==> src/rtl/cim_phase_seq.sv <==
// cim_phase_seq: CIM calibration/compute phase sequencer (SET, then N_PASS passes with WAIT/INBIT windows).
// Optional abort/aborted ports are enabled by defining SEQ_ABORT_EN.
module cim_phase_seq #(
    parameter int SET_LEN   = 2,
    parameter int N_PASS    = 2,
    parameter int PASS_LEN  = 5,
    parameter int WAIT_LEN  = 3,
    parameter int INBIT_OFS = 1,
    localparam int PIDX_W   = $clog2(N_PASS) > 0 ? $clog2(N_PASS) : 1
) (
    input  logic              clk,
    input  logic              rst,
    input  logic              cal_b,
`ifdef SEQ_ABORT_EN
    input  logic              abort,
    output logic              aborted,
`endif
    output logic              set,
    output logic              comp,
    output logic              model,
    output logic              wait_,
    output logic              inbit,
    output logic              busy,
    output logic [PIDX_W-1:0] pass_idx,
    output logic              cal_done
);
    localparam int CMAX  = SET_LEN > PASS_LEN ? SET_LEN : PASS_LEN;
    localparam int CNT_W = $clog2(CMAX + 1);

    if (WAIT_LEN > PASS_LEN || WAIT_LEN < 1) begin : g_bad_wait
        $error("cim_phase_seq: WAIT_LEN must be in 1..PASS_LEN");
    end
    if (INBIT_OFS >= WAIT_LEN) begin : g_bad_inbit
        $error("cim_phase_seq: INBIT_OFS must be below WAIT_LEN");
    end

    typedef enum logic [1:0] {S_IDLE, S_SET, S_PASS, S_DONE} state_t;

    state_t             state_q, state_d;
    logic [CNT_W-1:0]   cnt_q, cnt_d;
    logic [PIDX_W-1:0]  pidx_q, pidx_d;
    logic set_q, comp_q, model_q, wait_q, inbit_q, busy_q, done_q;
    logic set_d, comp_d, model_d, wait_d, inbit_d, busy_d, done_d;
`ifdef SEQ_ABORT_EN
    logic aborted_q, aborted_d;
`endif

    always_comb begin
        state_d = state_q;
        cnt_d   = cnt_q;
        pidx_d  = pidx_q;
        case (state_q)
            S_IDLE: if (cal_b) begin
                state_d = S_SET;
                cnt_d   = '0;
            end
            S_SET: if (cnt_q == CNT_W'(SET_LEN - 1)) begin
                state_d = S_PASS;
                cnt_d   = '0;
                pidx_d  = '0;
            end else begin
                cnt_d = cnt_q + CNT_W'(1);
            end
            S_PASS: if (cnt_q == CNT_W'(PASS_LEN - 1)) begin
                cnt_d = '0;
                if (pidx_q == PIDX_W'(N_PASS - 1)) begin
                    state_d = S_DONE;
                    pidx_d  = '0;
                end else begin
                    pidx_d = pidx_q + PIDX_W'(1);
                end
            end else begin
                cnt_d = cnt_q + CNT_W'(1);
            end
            default: if (!cal_b) state_d = S_IDLE;
        endcase
`ifdef SEQ_ABORT_EN
        aborted_d = abort && (state_q == S_SET || state_q == S_PASS);
        if (aborted_d) begin
            state_d = S_IDLE;
            cnt_d   = '0;
            pidx_d  = '0;
        end
`endif
        // strobes are decoded from the next state so the output flops line up with the state register
        set_d   = state_d == S_SET;
        comp_d  = state_d == S_PASS;
        wait_d  = comp_d && cnt_d < CNT_W'(WAIT_LEN);
        inbit_d = wait_d && cnt_d >= CNT_W'(INBIT_OFS);
        model_d = comp_d && pidx_d == PIDX_W'(N_PASS - 1);
        busy_d  = set_d || comp_d;
        done_d  = state_d == S_DONE;
    end

    always_ff @(posedge clk or negedge rst) begin
        if (!rst) begin
            state_q <= S_IDLE;
            cnt_q   <= '0;
            pidx_q  <= '0;
            set_q   <= 1'b0;
            comp_q  <= 1'b0;
            model_q <= 1'b0;
            wait_q  <= 1'b0;
            inbit_q <= 1'b0;
            busy_q  <= 1'b0;
            done_q  <= 1'b0;
`ifdef SEQ_ABORT_EN
            aborted_q <= 1'b0;
`endif
        end else begin
            state_q <= state_d;
            cnt_q   <= cnt_d;
            pidx_q  <= pidx_d;
            set_q   <= set_d;
            comp_q  <= comp_d;
            model_q <= model_d;
            wait_q  <= wait_d;
            inbit_q <= inbit_d;
            busy_q  <= busy_d;
            done_q  <= done_d;
`ifdef SEQ_ABORT_EN
            aborted_q <= aborted_d;
`endif
        end
    end

    assign set      = set_q | !rst;
    assign comp     = comp_q;
    assign model    = model_q;
    assign wait_    = wait_q;
    assign inbit    = inbit_q;
    assign busy     = busy_q;
    assign pass_idx = pidx_q;
    assign cal_done = done_q;
`ifdef SEQ_ABORT_EN
    assign aborted  = aborted_q;
`endif
endmodule

==> config.mk <==
export PLATFORM = sky130hd
export DESIGN_NAME = cim_phase_seq
export DESIGN_NICKNAME = d
export VERILOG_FILES = /design/src/rtl/cim_phase_seq.sv
export SDC_FILE = /design/constraint.sdc
export NUM_CORES = 1
export LEC_CHECK = 0
export CORE_UTILIZATION = 35
export DETAILED_ROUTE_END_ITERATION = 7
export PLACE_DENSITY = 0.66
export SYNTH_ARGS = -nofsm -noshare
export SYNTH_HDL_FRONTEND = slang
export SYNTH_SLANG_ARGS = --single-unit
==> constraint.sdc <==
create_clock -name clk -period 1.7 [get_ports clk]
set_input_delay 0.255 -clock clk [delete_from_list [all_inputs] [get_ports clk]]
set_output_delay 0.255 -clock clk [all_outputs]
set_load 0.01 [all_outputs]
### Word level (Yosys, flattened, before mapping)

Index checks and enable logic that the tools add are counted.

* bits in registers: 13
* bits in latches: 0
* memory bits (writable): 0
* ROM bits: 0
* input port bits: 3
* output and inout port bits: 8
* logic and storage cells: 42
* memories: 0

* add/sub/neg operators: 2
* $mul: 0
* div/mod/pow operators: 0
* $lt $le $gt $ge: 2
* equal/unequal tests: 7
* shift operators: 0
* mux-type cells: 14
* bitwise logic cells: 1
* reduce and logical (&&, ||, !) cells: 6

Operators with widths (count)
* 2-to-1 mux 2 bit: 5
* 2-to-1 mux 3 bit: 3
* one-hot mux 3 bit (3 select lines): 1
* equality test 2 bit (second input constant): 3
* one-hot mux 2 bit (3 select lines): 1
* equality test 2 x 1 -> 1 bit (second input constant): 2
* adder 3 x 1 -> 3 bit (second input constant): 1
* equality test 3 x 1 -> 1 bit (second input constant): 1
* equality test 3 bit (second input constant): 1
* greater-or-equal comparator 3 x 1 -> 1 bit (second input constant): 1
* logical AND 1 bit: 3
* less-than comparator 3 x 2 -> 1 bit (second input constant): 1
* 2-to-1 mux 1 bit: 3
* zero test 2 bit: 1
* one-hot mux 1 bit (2 select lines): 1
* adder 1 bit (second input constant): 1
* zero test 1 bit: 1
* logical OR 1 bit: 1
* OR 1 bit: 1

### Depth between registers and ports, before layout

Gate-level depths: netlist of run 1.

* depth in word-level cells: 6
* mapped depth: 10
* mapped depth without buffers: 10

### Least setup slack after synthesis of run 1

OpenSTA, ideal clock, no wires.

* kind: reg2reg
* from: register cnt_q[0]
* to: register wait_q, in the netlist wait_
* library setup time: 0.099 ns
* arrival time: 1.842 ns
* data required time: 1.601 ns
* setup slack: -0.242 ns
* cell stages (with the launch flop): 10
* path buffers: 0
* period minus slack after synthesis: 1.942 ns
* cells stage by stage: dfrtp_1 inv_1 ha_1 a41oi_1 a21oi_1 o221a_2 inv_1 ha_1 o211ai_1 a311oi_1

* cells in the longest elaborated chain, start to end: 5
* elaborated cells between the ends (all ways): 13
* those cells by class: add/sub (1); order compare (1); eq/ne (3); mux (7); reduce/logical (1)

Ends and longest elaborated chain
* from (decl): RTL line 40 `logic [CNT_W-1:0] cnt_q, cnt_d;`
* from (signal assigned): RTL line 112 `cnt_q <= cnt_d;`
* equality test 3 bit or equality test 3 x 1 -> 1 bit (tied branches): RTL line 64, 57
* 2-to-1 mux 2 bit, on equally long branches: RTL line 64, 57
* one-hot mux 2 bit (3 select lines) (*): RTL line 52 `case (state_q)`
* net state_d[0]: RTL line 39 `state_t state_q, state_d;`
* equality test 2 bit (*): RTL line 87 `comp_d = state_d == S_PASS;`
* net comp_d: RTL line 43 `logic set_d, comp_d, model_d, wait_d, inbit_d, busy_d, done_d;`
* logical AND 1 bit (*): RTL line 88 `wait_d = comp_d && cnt_d < CNT_W'(WAIT_LEN);`
* net wait_d: RTL line 43
* to (signal assigned): RTL line 117 `wait_q <= wait_d;`
* to (decl): RTL line 42 `logic set_q, comp_q, model_q, wait_q, inbit_q, busy_q, done_q;`

The timed path passes the listed nets; every way through them passes the cells marked *.

### Worst setup path after layout of run 1

* from: register state_q[1]
* to: register busy_q, in the netlist busy

* elaborated cells between the ends (all ways): 12
* those cells by class: eq/ne (4); mux (6); reduce/logical (2)

RTL lines
* from (decl): RTL line 39
* from (signal assigned): RTL line 111 `state_q <= state_d;`
* equality test 2 bit, or another cell as far along: RTL line 52
* one-hot mux 2 bit (3 select lines) (*): RTL line 52
* net state_d[0]: RTL line 39
* equality test 2 x 1 -> 1 bit or equality test 2 bit (tied branches): RTL line 86, 87
* logical OR 1 bit (*): RTL line 91 `busy_d = set_d || comp_d;`
* net busy_d: RTL line 43
* to (signal assigned): RTL line 119 `busy_q <= busy_d;`
* to (decl): RTL line 42

Marked as above.

==> run summary, run 1 <==
### Status
- complete, but fails checks — result of the run
- negative setup slack — violations in the final reports

### Floorplan
- 49.5 µm — Die Span Y
- 2040 µm² — area of the core
- 2450 µm² — Die Area
- 16 — number of core rows
- 49.5 µm — die boundary width
- 0.387 — initial core utilization
- 11 — number of top-level design ports

### CTS
- 0 — quantity of hold-fixing buffers added after cts
- 0.30 ns — Skew-Pair Late Insertion Delay
- yes — clock tree from TritonCTS
- 1 — Clock H-tree levels
- 3 — number of buffers added by the clock tree synthesis step
- 13 — # clock sinks
- 2 — CTS max path bufs
- sky130_fd_sc_hd__clkbuf_4 — CTS root buffer
- 0.09 ns — clock transition at the register clock pins on the worst setup and hold paths after CTS

### Global route
- 0.193 — All-Layer GR Usage
- 800 — number of global-route vias before repair
- 3480 µm — wire length of the first global-routing pass
- 14 — maximum number of pins on one net before global-route repair
- 0 — initial antenna violation count
- 0 — residual overflow from global routing

### Timing
- 0 — final hold violation count
- -1.13 ns — total negative slack for setup checks
- 0 — Final Slew Violations
- -0.192 ns — Setup WS post-layout
- 0.236 ns — worst slew pin tran
- 9 — final setup violating endpoints
- 0.334 ns — final worst hold slack
- 0.529 GHz — maximum clock frequency
- 0.0115 ns — setup skew after layout
- 1.89 ns — crit path time final
- 1.11 — Tcrit/Tclk final
- 0.842 — normalized max-slew margin
- yes — RSZ-0062 raised after global routing

### Yosys
- sky130_fd_sc_hd__dfrtp_1 — post-synthesis cell type with the largest combined area
- 9.99 µm² — syn_area_per_cell
- 29 — Unique masters post-synth
- sky130_fd_sc_hd__dfrtp_1 (41%), sky130_fd_sc_hd__ha_1 (16%), sky130_fd_sc_hd__nand2_1 (4.3%), sky130_fd_sc_hd__o21ai_0 (3.8%), sky130_fd_sc_hd__inv_1 (3.8%) — leading cell types by total area after synthesis
- 0.412 — fraction of post-synthesis cell area in the top cell type by area
- 0.412 — register area share after synthesis
- 79 — number of instances in the synthesized netlist
- 92 — Synth Net Count
- 790 µm² — Synth Cell Area
- 0 — Ys Warns
- 13 — register bit count reported by yosys

### Detailed routing
- 14 — DRC marker count from the first detailed-route iteration
- 0 — remaining routing DRC violations
- 4 — first-pass iteration count of the detailed router
- 737 — total number of vias
- 0 — number of nets still failing antenna checks after routing
- 4.82 — ratio of routed vias to standard cells
- 13.2 µm — routed wire length per instance
- 2030 µm — post-detailed-routing wire length

### Power and ir drop
- 0.000595 µW — leakage dissipation
- 0.00113 V — Peak supply drop
- 1870 nW/µm² — total power divided by cell area

### Placed design
- 1340 µm — detailed-placement wirelength estimate
- 10 — IO Port Bufs
- 1090 µm² — total placed instance area
- -0.262 ns — post-place setup slack
- 0.814 — GPL Wtd Cong
- 137 — Placed Cells

### Hold path
- in2async — hold crit path type

### Critical path
- reg2reg — critical path class
- flop — category of the worst setup path capture point
- flop — launching element type of the critical path
- 2.10 ns — Arr. time, crit path
- 1.90 ns — endpoint required time on the critical path
- 4 — maximum fanout along the worst path
- -0.19 ns — setup slack, reg-to-reg

### Cells and area
- 140 — post-layout net count
- 67.8% — synth-to-layout area growth
- 162 — number of fill cells in the layout
- 153 — number of cells in the finished layout apart from fillers
- 0 — antenna cell count
- 1330 µm² — post-route cell area
- 0.571 — fraction of layout instances using a drive strength above 1

### Job
- 0 — max_cap viols

-- synth_stat cells, drive strengths merged --
library cell and count:
nand2b 3, nor3b 1, nor2 5, nor3 1, a31oi 2, a211oi 1, ha 10, a21oi 5
a31o 1, a41oi 1, o221a 1, nand2 9, a22o 1, inv 8, or3 1, a311oi 1
buf 1, o211ai 1, a22oi 1, or2 1, dfrtp 13, nor2b 1, and3 1, nand4 1
a2111o 1, o21ai 6, and2 1
-- critical path: stages, from the launching register on --
cell and delay (ns):
sky130_fd_sc_hd__dfrtp_2 0.46, sky130_fd_sc_hd__buf_4 0.17, sky130_fd_sc_hd__ha_2 0.20, sky130_fd_sc_hd__inv_1 0.07, sky130_fd_sc_hd__a21oi_2 0.05, sky130_fd_sc_hd__o221a_2 0.28, sky130_fd_sc_hd__buf_4 0.14, sky130_fd_sc_hd__buf_4 0.13
sky130_fd_sc_hd__ha_1 0.26, sky130_fd_sc_hd__inv_1 0.03
-- metrics by stage --
stage,power [µW],util
6_report,2470,0.649
5_1_grt,2680,0.649
4_1_cts,2300,0.619
3_5_place_dp,1770,0.534
3_3_place_gp,1740,0.534
2_1_floorplan,1210,-
-- flip-flops by register name, summed over array words and instances, names as in the netlist --
name      flops
cnt_q         3
state_q       2
busy          1
cal_done      1
comp          1
inbit         1
model         1
pass_idx      1
set_q         1
wait_         1
-- cell type report --
type | count | area (µm²) | share of cell area
flip-flops and latches | 13 | 328 | 0.247
clock buffers | 3 | 22.5 | 0.0170
multi-input cells | 57 | 544 | 0.411
well taps | 27 | 33.8 | 0.0255
repair buffers | 44 | 359 | 0.271
clock inverters | 1 | 5.00 | 0.00378
inverters | 8 | 32.5 | 0.0246
-- worst paths after layout --
kind,start,to,depth (start not counted)
setup / recovery,state_q[1],busy,9
hold / removal,rst,model,2
setup reg to reg,state_q[1],busy,9
hold reg to reg,cnt_q[0],cnt_q[0],2
max in group asynchronous,rst,cnt_q[0],2
min in group clk,cnt_q[0],cnt_q[0],2
-- power breakdown --
| part | switching (µW) | internal (µW) | total [µW] |
|---|---|---|---|
| Combinational | 785 | 988 | 1770 |
| Clock | 117 | 87.8 | 205 |
| Sequential | 71.7 | 426 | 497 |
| Total | 973 | 1500 | 2470 |
-- cell usage in the layout, fill, tap and decap left out, types with 2 or more instances in the layout --
master / instances
sky130_fd_sc_hd__o21ai_0: 3
sky130_fd_sc_hd__dfrtp_1: 11
sky130_fd_sc_hd__clkdlybuf4s50_1: 10
sky130_fd_sc_hd__a21oi_2: 3
sky130_fd_sc_hd__buf_4: 33
sky130_fd_sc_hd__nand2b_1: 2
sky130_fd_sc_hd__ha_4: 4
sky130_fd_sc_hd__ha_1: 2
sky130_fd_sc_hd__clkbuf_4: 3
sky130_fd_sc_hd__nand2_1: 9
sky130_fd_sc_hd__dfrtp_2: 2
sky130_fd_sc_hd__o21ai_1: 2
sky130_fd_sc_hd__inv_2: 5
sky130_fd_sc_hd__ha_2: 4
sky130_fd_sc_hd__inv_1: 2
sky130_fd_sc_hd__nor2_1: 5
-- layer usage --
metal / vias to the layer above / track usage / wire length, µm
met5: - / 0 / 0
met4: 0 / 0.0667 / 27
met3: 4 / 0.0525 / 67
met2: 16 / 0.345 / 1070
met1: 343 / 0.219 / 862
li1: 374 / - / -
-- cell families after synthesis --
logic type | synth area share
AND/OR/NAND/NOR | 0.176
AO/OA/AOI/OAI | 0.201
flip-flops | 0.412
adder cells (fa/ha/maj) | 0.158
buffers and inverters | 0.0523
-- what timing repair did --
| action | 4_1_cts | 5_1_grt |
|---|---|---|
| setup buffers | 9 | 3 |
| pin swaps | 9 | 6 |
| setup endpoints to repair | 8 | 9 |
| gates resized for setup | 21 | 9 |
Note: power is estimated with default switching activity, not from simulation.
==> run 2, diff against run 1 <==
--- a/config.mk
+++ b/config.mk
@@ -7,7 +7,7 @@
 export LEC_CHECK = 0
 export CORE_UTILIZATION = 35
 export DETAILED_ROUTE_END_ITERATION = 7
-export PLACE_DENSITY = 0.66
+export PLACE_DENSITY = 0.64
 export SYNTH_ARGS = -nofsm -noshare
 export SYNTH_HDL_FRONTEND = slang
 export SYNTH_SLANG_ARGS = --single-unit
==> constraint.sdc (replaced) <==
create_clock -name clk -period 2 [get_ports clk]
set_input_delay 0.3 -clock clk [delete_from_list [all_inputs] [get_ports clk]]
set_output_delay 0.3 -clock clk [all_outputs]
set_load 0.01 [all_outputs]
==> run 2 against run 1 <==
Compared with the run above:
- the run now ends clean
- register-to-register slack better by 0.25 ns
- worst hold slack better by 0.059 ns
- sequential power is 17% lower
- via count is 1.9% lower
- critical path depth stayed put
- first-iteration DRC count is 140% higher
- total power is 22% lower
- clock skew is 0.0053 ns lower
==> run summary, run 2 (synthesized netlist as in run 1, its figures left out) <==
### Critical path
- reg2reg — critical path class
- 4 — worst path buffer plus inverter count
- sky130_fd_sc_hd__dfrtp_1 — Max stage delay cell, worst path
- 0.43 ns — Largest stage delay, worst path
- flop — category of the worst setup path capture point
- 3 — maximum fanout along the worst path
- 2.18 ns — endpoint required time on the critical path
- flop — launching element type of the critical path
- compound AO/OA/AOI/OAI gates — Largest delay share family, worst path
- 2.12 ns — Arr. time, crit path
- inv_2 > ha_4 > a41oi_2 > a21oi_1 > o221a_2 > buf_4 > buf_4 > ha_1 > inv_1 — cells traversed along the worst timing path
- sky130_fd_sc_hd__buf_4 — cell with the most instances on the worst path

### Floorplan
- 16 — number of core rows
- 11 — number of top-level design ports
- 49.5 µm — Die Span Y
- 2040 µm² — area of the core
- 0.387 — initial core utilization
- 49.5 µm — die boundary width
- 2450 µm² — Die Area

### Timing
- 0.393 ns — final worst hold slack
- 0.515 GHz — maximum clock frequency
- 0.327 ns — worst slew pin tran
- 0 — final setup violating endpoints
- 0.779 — normalized max-slew margin
- 0.00622 ns — setup skew after layout
- 0.971 — Tcrit/Tclk final
- 0 — final hold violation count
- 1.94 ns — crit path time final
- 0 ns — total negative slack for setup checks
- 0 — Final Slew Violations

### Detailed routing
- 14.2 µm — routed wire length per instance
- 0 — number of nets still failing antenna checks after routing
- 2000 µm — post-detailed-routing wire length
- 0 — remaining routing DRC violations
- 34 — DRC marker count from the first detailed-route iteration
- 4 — first-pass iteration count of the detailed router
- 723 — total number of vias
- 5.13 — ratio of routed vias to standard cells

### Global route
- 0 — residual overflow from global routing
- 0 — initial antenna violation count
- 690 — number of global-route vias before repair
- 0.157 — All-Layer GR Usage
- 14 — maximum number of pins on one net before global-route repair
- 2920 µm — wire length of the first global-routing pass

### Hold path
- in2async — hold crit path type

### Job
- 0 — max_cap viols

### Cells and area
- sky130_fd_sc_hd__buf_4 (22), sky130_fd_sc_hd__dfrtp_1 (13), sky130_fd_sc_hd__clkdlybuf4s50_1 (10), sky130_fd_sc_hd__nand2_1 (9), sky130_fd_sc_hd__o21ai_0 (6) — most frequent cells in the layout
- 0.584 — final core utilization
- 172 — number of fill cells in the layout
- 3 — number of flip-flops in the largest register
- cnt_q — register with the most flip-flops
- 0.421 — fraction of layout instances using a drive strength above 1
- 51.0% — synth-to-layout area growth
- sky130_fd_sc_hd__buf_4 — leading cell type in the layout, fill and taps excluded
- 0 — antenna cell count
- 141 — number of cells in the finished layout apart from fillers
- cnt_q: 3 flops, state_q: 2 flops — biggest regs
- 128 — post-layout net count

### CTS
- sky130_fd_sc_hd__clkbuf_4 — CTS root buffer
- 0.28 ns — Skew-Pair Late Insertion Delay
- 2 — CTS max path bufs
- 3 — number of buffers added by the clock tree synthesis step
- 1 — Clock H-tree levels
- 0.09 ns — clock transition at the register clock pins on the worst setup and hold paths after CTS
- yes — clock tree from TritonCTS
- 13 — # clock sinks

### Placed design
- 0.909 — GPL Wtd Cong
- 132 — Placed Cells
- 10 — IO Port Bufs
- 1420 µm — detailed-placement wirelength estimate

### Power and ir drop
- 0.000531 µW — leakage dissipation
- 1610 nW/µm² — total power divided by cell area
- 0.000677 V — Peak supply drop

### Status
- finished clean — result of the run

==> run 2: what timing repair did <==
item | 4_1_cts | 5_1_grt
setup endpoints to repair | 1 | 3
gates resized for setup | 2 | 18
hold buffers | 0 | 0
pin swaps | 0 | 6
hold endpoints to repair | 0 | 0
setup buffers | 0 | 5
==> run 2: final timing paths <==
check	depth (start not counted)	to	slack, ns	from
max	9	busy	0.06	cnt_q[0]
min	2	cnt_q[1]	0.39	rst
max reg2reg	9	busy	0.06	cnt_q[0]
min reg2reg	2	wait_	0.64	cnt_q[1]
max in group asynchronous	2	model	1.44	rst
min in group clk	2	wait_	0.64	cnt_q[1]
==> run 2: where the power goes <==
| part | internal [µW] | leakage, µW | switching (µW) |
|---|---|---|---|
| combinational | 697 | 0.000344 | 644 |
| clock | 77.3 | 0.0000150 | 93.9 |
| sequential | 358 | 0.000172 | 54.8 |
==> run 2: metrics by stage <==
step	setup WS (ns)	power, µW	cell area [µm²]
5_1_grt	-0.114	2070	1190
3_5_place_dp	-0.0153	1470	1040
4_1_cts	0.0127	1650	1080
3_3_place_gp	0.0458	1440	1040
6_report	0.0584	1920	1190
2_1_floorplan	0.0583	1000	790
==> run 2: area by class of cell <==
| class | instances | area [µm²] | area share |
|---|---|---|---|
| Clock buffer | 4 | 26.3 | 0.0220 |
| Multi-Input combinational cell | 57 | 512 | 0.429 |
| Inverter | 8 | 30.0 | 0.0252 |
| Sequential cell | 13 | 325 | 0.273 |
| Tap cell | 27 | 33.8 | 0.0283 |
| Timing Repair Buffer | 32 | 265 | 0.222 |
==> run 2: worst register-to-register path, stage by stage, from the launching register on <==
cell and delay (ns):
sky130_fd_sc_hd__dfrtp_1 0.43, sky130_fd_sc_hd__inv_2 0.08, sky130_fd_sc_hd__ha_4 0.17, sky130_fd_sc_hd__a41oi_2 0.22
sky130_fd_sc_hd__a21oi_1 0.07, sky130_fd_sc_hd__o221a_2 0.31, sky130_fd_sc_hd__buf_4 0.14, sky130_fd_sc_hd__buf_4 0.13
sky130_fd_sc_hd__ha_1 0.26, sky130_fd_sc_hd__inv_1 0.03
==> run 2: layer usage <==
layer	routed length [µm]	global-route usage	up-vias	part of all wire
li1	-	-	346	-
met1	868	0.187	343	0.43
met2	980	0.258	28	0.49
met3	94	0.0370	6	0.047
met4	54	0.0857	0	0.027
met5	0	0	-	0
==> run 3, diff against run 2 <==
--- a/config.mk
+++ b/config.mk
@@ -5,9 +5,11 @@
 export SDC_FILE = /design/constraint.sdc
 export NUM_CORES = 1
 export LEC_CHECK = 0
-export CORE_UTILIZATION = 35
+export CELL_PAD_IN_SITES_DETAIL_PLACEMENT = 0
+export CELL_PAD_IN_SITES_GLOBAL_PLACEMENT = 2
+export CORE_UTILIZATION = 33
 export DETAILED_ROUTE_END_ITERATION = 7
-export PLACE_DENSITY = 0.64
+export PLACE_DENSITY = 0.85
 export SYNTH_ARGS = -nofsm -noshare
 export SYNTH_HDL_FRONTEND = slang
 export SYNTH_SLANG_ARGS = --single-unit
==> constraint.sdc (replaced) <==
create_clock -name clk -period 2 [get_ports clk]
set_input_delay 0.4 -clock clk [delete_from_list [all_inputs] [get_ports clk]]
set_output_delay 0.4 -clock clk [all_outputs]
set_load 0.01 [all_outputs]
==> run 3 against run 2 <==
Compared with the run above:
- non-clock buffer count decreased by 6
- cell area decreased by 5.9%
- sequential share of layout area increased by 1.9 points
- combinational power decreased by 17%
- final cell count decreased by 3.5%
- total power decreased by 12%
- critical path depth unchanged
- maximum frequency increased by 4.4%
- core utilization decreased by 8.1 points
- via count decreased by 8.3%
- worst hold slack improved by 0.092 ns
- largest cell class unchanged
==> run summary, run 3 (synthesized netlist as in run 1, its figures left out) <==
### Timing
- 0.140 ns — Setup WS post-layout
- 0 — Final Slew Violations
- 0 — final setup violating endpoints
- no — RSZ-0062 raised after global routing
- 0.930 — Tcrit/Tclk final
- 0 — final hold violation count
- 0.00631 ns — setup skew after layout
- 0.783 — normalized max-slew margin
- 0.322 ns — worst slew pin tran
- 0.485 ns — final worst hold slack
- 0.538 GHz — maximum clock frequency
- 1.86 ns — crit path time final

### Critical path
- 0.42 ns — Largest stage delay, worst path
- 1 — worst path buffer plus inverter count
- sky130_fd_sc_hd__dfrtp_2 — Max stage delay cell, worst path
- 2.15 ns — endpoint required time on the critical path
- flop — category of the worst setup path capture point
- inv_2 > ha_1 > nor2b_2 > a211oi_2 > nor2_2 > a31o_2 > ha_2 > o211ai_1 > a311oi_1 — cells traversed along the worst timing path
- 3 — maximum fanout along the worst path
- compound AO/OA/AOI/OAI gates — Largest delay share family, worst path
- 2.01 ns — Arr. time, crit path
- state_q[1] — Reg-to-Reg Start
- reg2reg — critical path class
- state_q[1] — startpoint of the worst setup timing path
- flop — launching element type of the critical path

### Detailed routing
- 0 — number of nets still failing antenna checks after routing
- 4 — first-pass iteration count of the detailed router
- 1630 µm — post-detailed-routing wire length
- 4.88 — ratio of routed vias to standard cells
- 663 — total number of vias
- 12 — DRC marker count from the first detailed-route iteration
- 0 — remaining routing DRC violations
- 12.0 µm — routed wire length per instance

### Floorplan
- 50.9 µm — Die Span Y
- 2590 µm² — Die Area
- 11 — number of top-level design ports
- 17 — number of core rows
- 2230 µm² — area of the core
- 0.354 — initial core utilization
- 50.9 µm — die boundary width

### Cells and area
- cnt_q — register with the most flip-flops
- 1120 µm² — post-route cell area
- sky130_fd_sc_hd__buf_4 (16), sky130_fd_sc_hd__dfrtp_1 (11), sky130_fd_sc_hd__clkdlybuf4s50_1 (10), sky130_fd_sc_hd__nand2_1 (9) — most frequent cells in the layout
- cnt_q: 3 flops, state_q: 2 flops — biggest regs
- sky130_fd_sc_hd__buf_4 — leading cell type in the layout, fill and taps excluded
- 122 — post-layout net count
- 3 — number of flip-flops in the largest register
- 42.2% — synth-to-layout area growth
- 0 — antenna cell count
- 0.389 — fraction of layout instances using a drive strength above 1
- 136 — number of cells in the finished layout apart from fillers

### CTS
- 0.08 ns — clock transition at the register clock pins on the worst setup and hold paths after CTS
- 0 — quantity of hold-fixing buffers added after cts
- 1 — Clock H-tree levels
- 0.27 ns — Skew-Pair Late Insertion Delay
- sky130_fd_sc_hd__clkbuf_4 — CTS root buffer
- 3 — number of buffers added by the clock tree synthesis step
- 2 — CTS max path bufs
- yes — clock tree from TritonCTS
- 13 — # clock sinks

### Power and ir drop
- 1700 µW — Power, Total
- 1510 nW/µm² — total power divided by cell area
- 0.000623 V — Peak supply drop
- 0.000496 µW — leakage dissipation

### Global route
- 0 — residual overflow from global routing
- 682 — number of global-route vias before repair
- 0.141 — All-Layer GR Usage
- 0 — initial antenna violation count
- 14 — maximum number of pins on one net before global-route repair
- 2700 µm — wire length of the first global-routing pass

### Placed design
- 1010 µm² — total placed instance area
- 10 — IO Port Bufs
- 129 — Placed Cells
- -0.0495 ns — post-place setup slack
- 0.834 — GPL Wtd Cong
- 1230 µm — detailed-placement wirelength estimate

### Job
- 0 — max_cap viols

### Status
- finished clean — result of the run

### Hold path
- in2async — hold crit path type

run 3: changes by cell type in the layout (fill, tap and decap cells not counted), sizes merged:
| cell | before | now |
|---|---|---|
| buf | 22 | 16 |
run 3: layout make-up:
class	instances	area, µm²
multi-input cells	57	483
well taps	28	35.0
inverters	8	30.0
fillers	207	1110
repair buffers	26	220
clock buffers	4	26.3
flip-flops and latches	13	328
run 3: where the power goes:
group / internal, µW / switching [µW] / leakage, µW
Sequential: 362 / 65.0 / 0.000169
Clock: 77.0 / 80.3 / 0.0000150
Combinational: 573 / 539 / 0.000312
Total: 1010 / 685 / 0.000496
run 3: worst paths after layout:
| path | endpoint | slack (ns) | depth (start not counted) |
|---|---|---|---|
| setup / recovery | wait_ | 0.14 | 9 |
| min in group clk | pass_idx | 0.66 | 1 |
| hold / removal | comp | 0.49 | 2 |
| setup reg to reg | wait_ | 0.14 | 9 |
| hold reg to reg | pass_idx | 0.66 | 1 |
| max in group asynchronous | state_q[0] | 1.34 | 2 |
run 3: worst register-to-register path, delay by kind of cell, from the launching register on:
family / cells / cell delay [ns]
AO/OA/AOI/OAI: 4 / 0.65
buffers and inverters: 1 / 0.08
adder cells (fa/ha/maj): 2 / 0.39
flip-flops: 1 / 0.42
AND/OR/NAND/NOR: 2 / 0.23
run 3: layer usage:
layer	share of wire	global-route usage	routed length (µm)
met3	0.027	0.0179	44
met5	0	0	0
met4	0	0.0648	0
met1	0.44	0.165	719
met2	0.53	0.252	868
run 3: through the flow:
step / util / setup TNS (ns)
3_5_place_dp: 0.453 / -0.0825
6_report: 0.503 / 0
2_1_floorplan: - / 0
3_3_place_gp: 0.453 / -0.00912
5_1_grt: 0.503 / 0
4_1_cts: 0.471 / 0
run 3: timing repair:
action                     4_1_cts  5_1_grt
setup endpoints to repair        1        3
pin swaps                        0        2
setup buffers                    1        2
gates resized for setup          1       18
gates cloned                     0        0
==> RTL change, RTL diff (settings of run 1) <==
`SET_LEN`: 2 -> 1.
--- a/src/rtl/cim_phase_seq.sv
+++ b/src/rtl/cim_phase_seq.sv
@@ -1,7 +1,7 @@
 // cim_phase_seq: CIM calibration/compute phase sequencer (SET, then N_PASS passes with WAIT/INBIT windows).
 // Optional abort/aborted ports are enabled by defining SEQ_ABORT_EN.
 module cim_phase_seq #(
-    parameter int SET_LEN   = 2,
+    parameter int SET_LEN   = 1,
     parameter int N_PASS    = 2,
     parameter int PASS_LEN  = 5,
     parameter int WAIT_LEN  = 3,
Check against the original RTL: not equivalent (Yosys sat finds a counterexample within 4 cycles, from zero or initial values and one cycle with rst low).
==> RTL change against run 1 <==
The run still ends with setup timing left. Count of clock-buffer cells in the layout grew 1. Hold slack lost 0.043 ns. Area after synthesis shrank 1.9%. Core utilization shrank 6.1 points. Cell area shrank 10%. Sequential cell count is the same. Die area shrank 1.8%. Total power shrank 9.2%. Routed wire length shrank 7.5%. Worst setup slack gained 0.16 ns. Critical path type unchanged.
==> RTL change: results (changes against run 1) <==
** Logic synthesis
- Number of nets in the synthesized netlist :: 89 (-3.3%)
- Sequential-to-total area share from yosys stat :: 0.4200 (+0.007988)
- In the post-synthesis netlist, the biggest area contributors are dfrtp_1 (42%), ha_1 (15%), inv_1 (3.9%).
- The commonest cells after synthesis are dfrtp_1 (13), ha_1 (9), inv_1 (8).
- The synthesized netlist cell count came to 77 (-2.5%).

** Cells and area
- Count of placed standard cells in the final layout, fillers left out :: 134 (-12%)
- The filler cell count in the final layout is 158 (-2.5%).
- Post-layout nets :: 120 (-14%)
- The layout cell share with drive strength beyond 1 was 0.4112 (-0.1602).

** STA
- Post-Route Setup TNS :: -0.05669 ns (+1.073 ns)
- The total setup violations reported at the end of the flow came to 3 (-6).
- The setup slack after layout is -0.02737 ns (+0.1645 ns).

** Global route
- The all-layer global routing usage was 0.1716 (-0.02119).
- Fraction of met3 tracks used by global routing :: 0.02492 (-0.02755)
- Wire length of the first global-routing pass :: 2987 microns (-14%)
- GR Layer Usage met1 :: 0.1938 (-0.02519)

** Route
- The detailed-router iteration count before antenna repair was 5 (+1).
- Routed wire per std cell :: 13.99 microns (+5.6%)
- Routed length on met1 :: 811 microns (-5.9%)
- The DRC marker count from the first detailed-route iteration is 7 (-7).
- Met3 wire length :: 59 microns (-12%)

** Run status
- Violations in the final reports :: setup timing
- The run finished, with violations left.

** Critical path
- The delay of the slowest cell on the worst path is 0.48 ns (+0.02 ns).
- On the critical path the largest part of the delay comes from compound AO/OA/AOI/OAI gates.

** Place
- Post-detail-place hpwl :: 1191 microns (-11%)
- The weighted congestion reported at the end of routability-driven placement is 0.8403 (+3.2%).

** Power
- The maximum VDD drop came to 0.8947 mV (-21%).
RTL change: changes by cell type in the layout (fill, tap and decap cells not counted), moves of 2 or more:
cell      delta
o21ai_1      -2
nor2b_1      +2
o211ai_1     +2
buf_4       -14
nor2_1       -4
inv_2        -4
a211o_1      +2
or2_1        +2
inv_1        +4
nand2_1      -2
ha_2         -3
RTL change: worst paths after layout:
check / from / endpoint / slack [ns] / depth (start not counted)
worst max-delay path: state_q[0] / inbit / -0.03 / 7
worst min-delay path: rst / set_q / 0.29 / 2
worst max register to register: state_q[0] / inbit / -0.03 / 7
worst min register to register: pass_idx / pass_idx / 0.64 / 1
max in group asynchronous: rst / state_q[0] / 1.23 / 2
min in group clk: pass_idx / pass_idx / 0.64 / 1
RTL change: power breakdown:
part           leakage, nW  switching (mW)  internal [mW]  total, mW
clock network       0.0150           0.117         0.0916      0.208
logic                0.340           0.746          0.803       1.55
registers            0.168          0.0753          0.414      0.489
total                0.524           0.938           1.31       2.25
RTL change: area by class of cell:
cell class              instances  area (sq um)  share of cell area
flip-flops and latches         13         327.8              0.2758
multi-input cells              53         525.5              0.4421
inverters                       8         32.53             0.02737
clock buffers                   4         26.28             0.02211
well taps                      27         33.78             0.02842
repair buffers                 29         242.7              0.2042
RTL change: repair_timing:
action,in CTS,in global routing
endpoints found under the setup margin,4,6
pin swaps,3,4
gates resized for setup,8,18
setup buffers,5,2
RTL change: cell families (layout without fill, tap and decap cells):
| group | Yosys count | count (layout) | share of synthesized area |
|---|---|---|---|
| and+or+nand+nor | 19 | 19 | 0.1260 |
| muxes | 1 | 1 | 0.01292 |
| buffers and inverters | 11 | 41 | 0.06946 |
| AOI/OAI and AO/OA | 24 | 24 | 0.2262 |
| adders and majority gates | 9 | 9 | 0.1454 |
| DFF | 13 | 13 | 0.4200 |
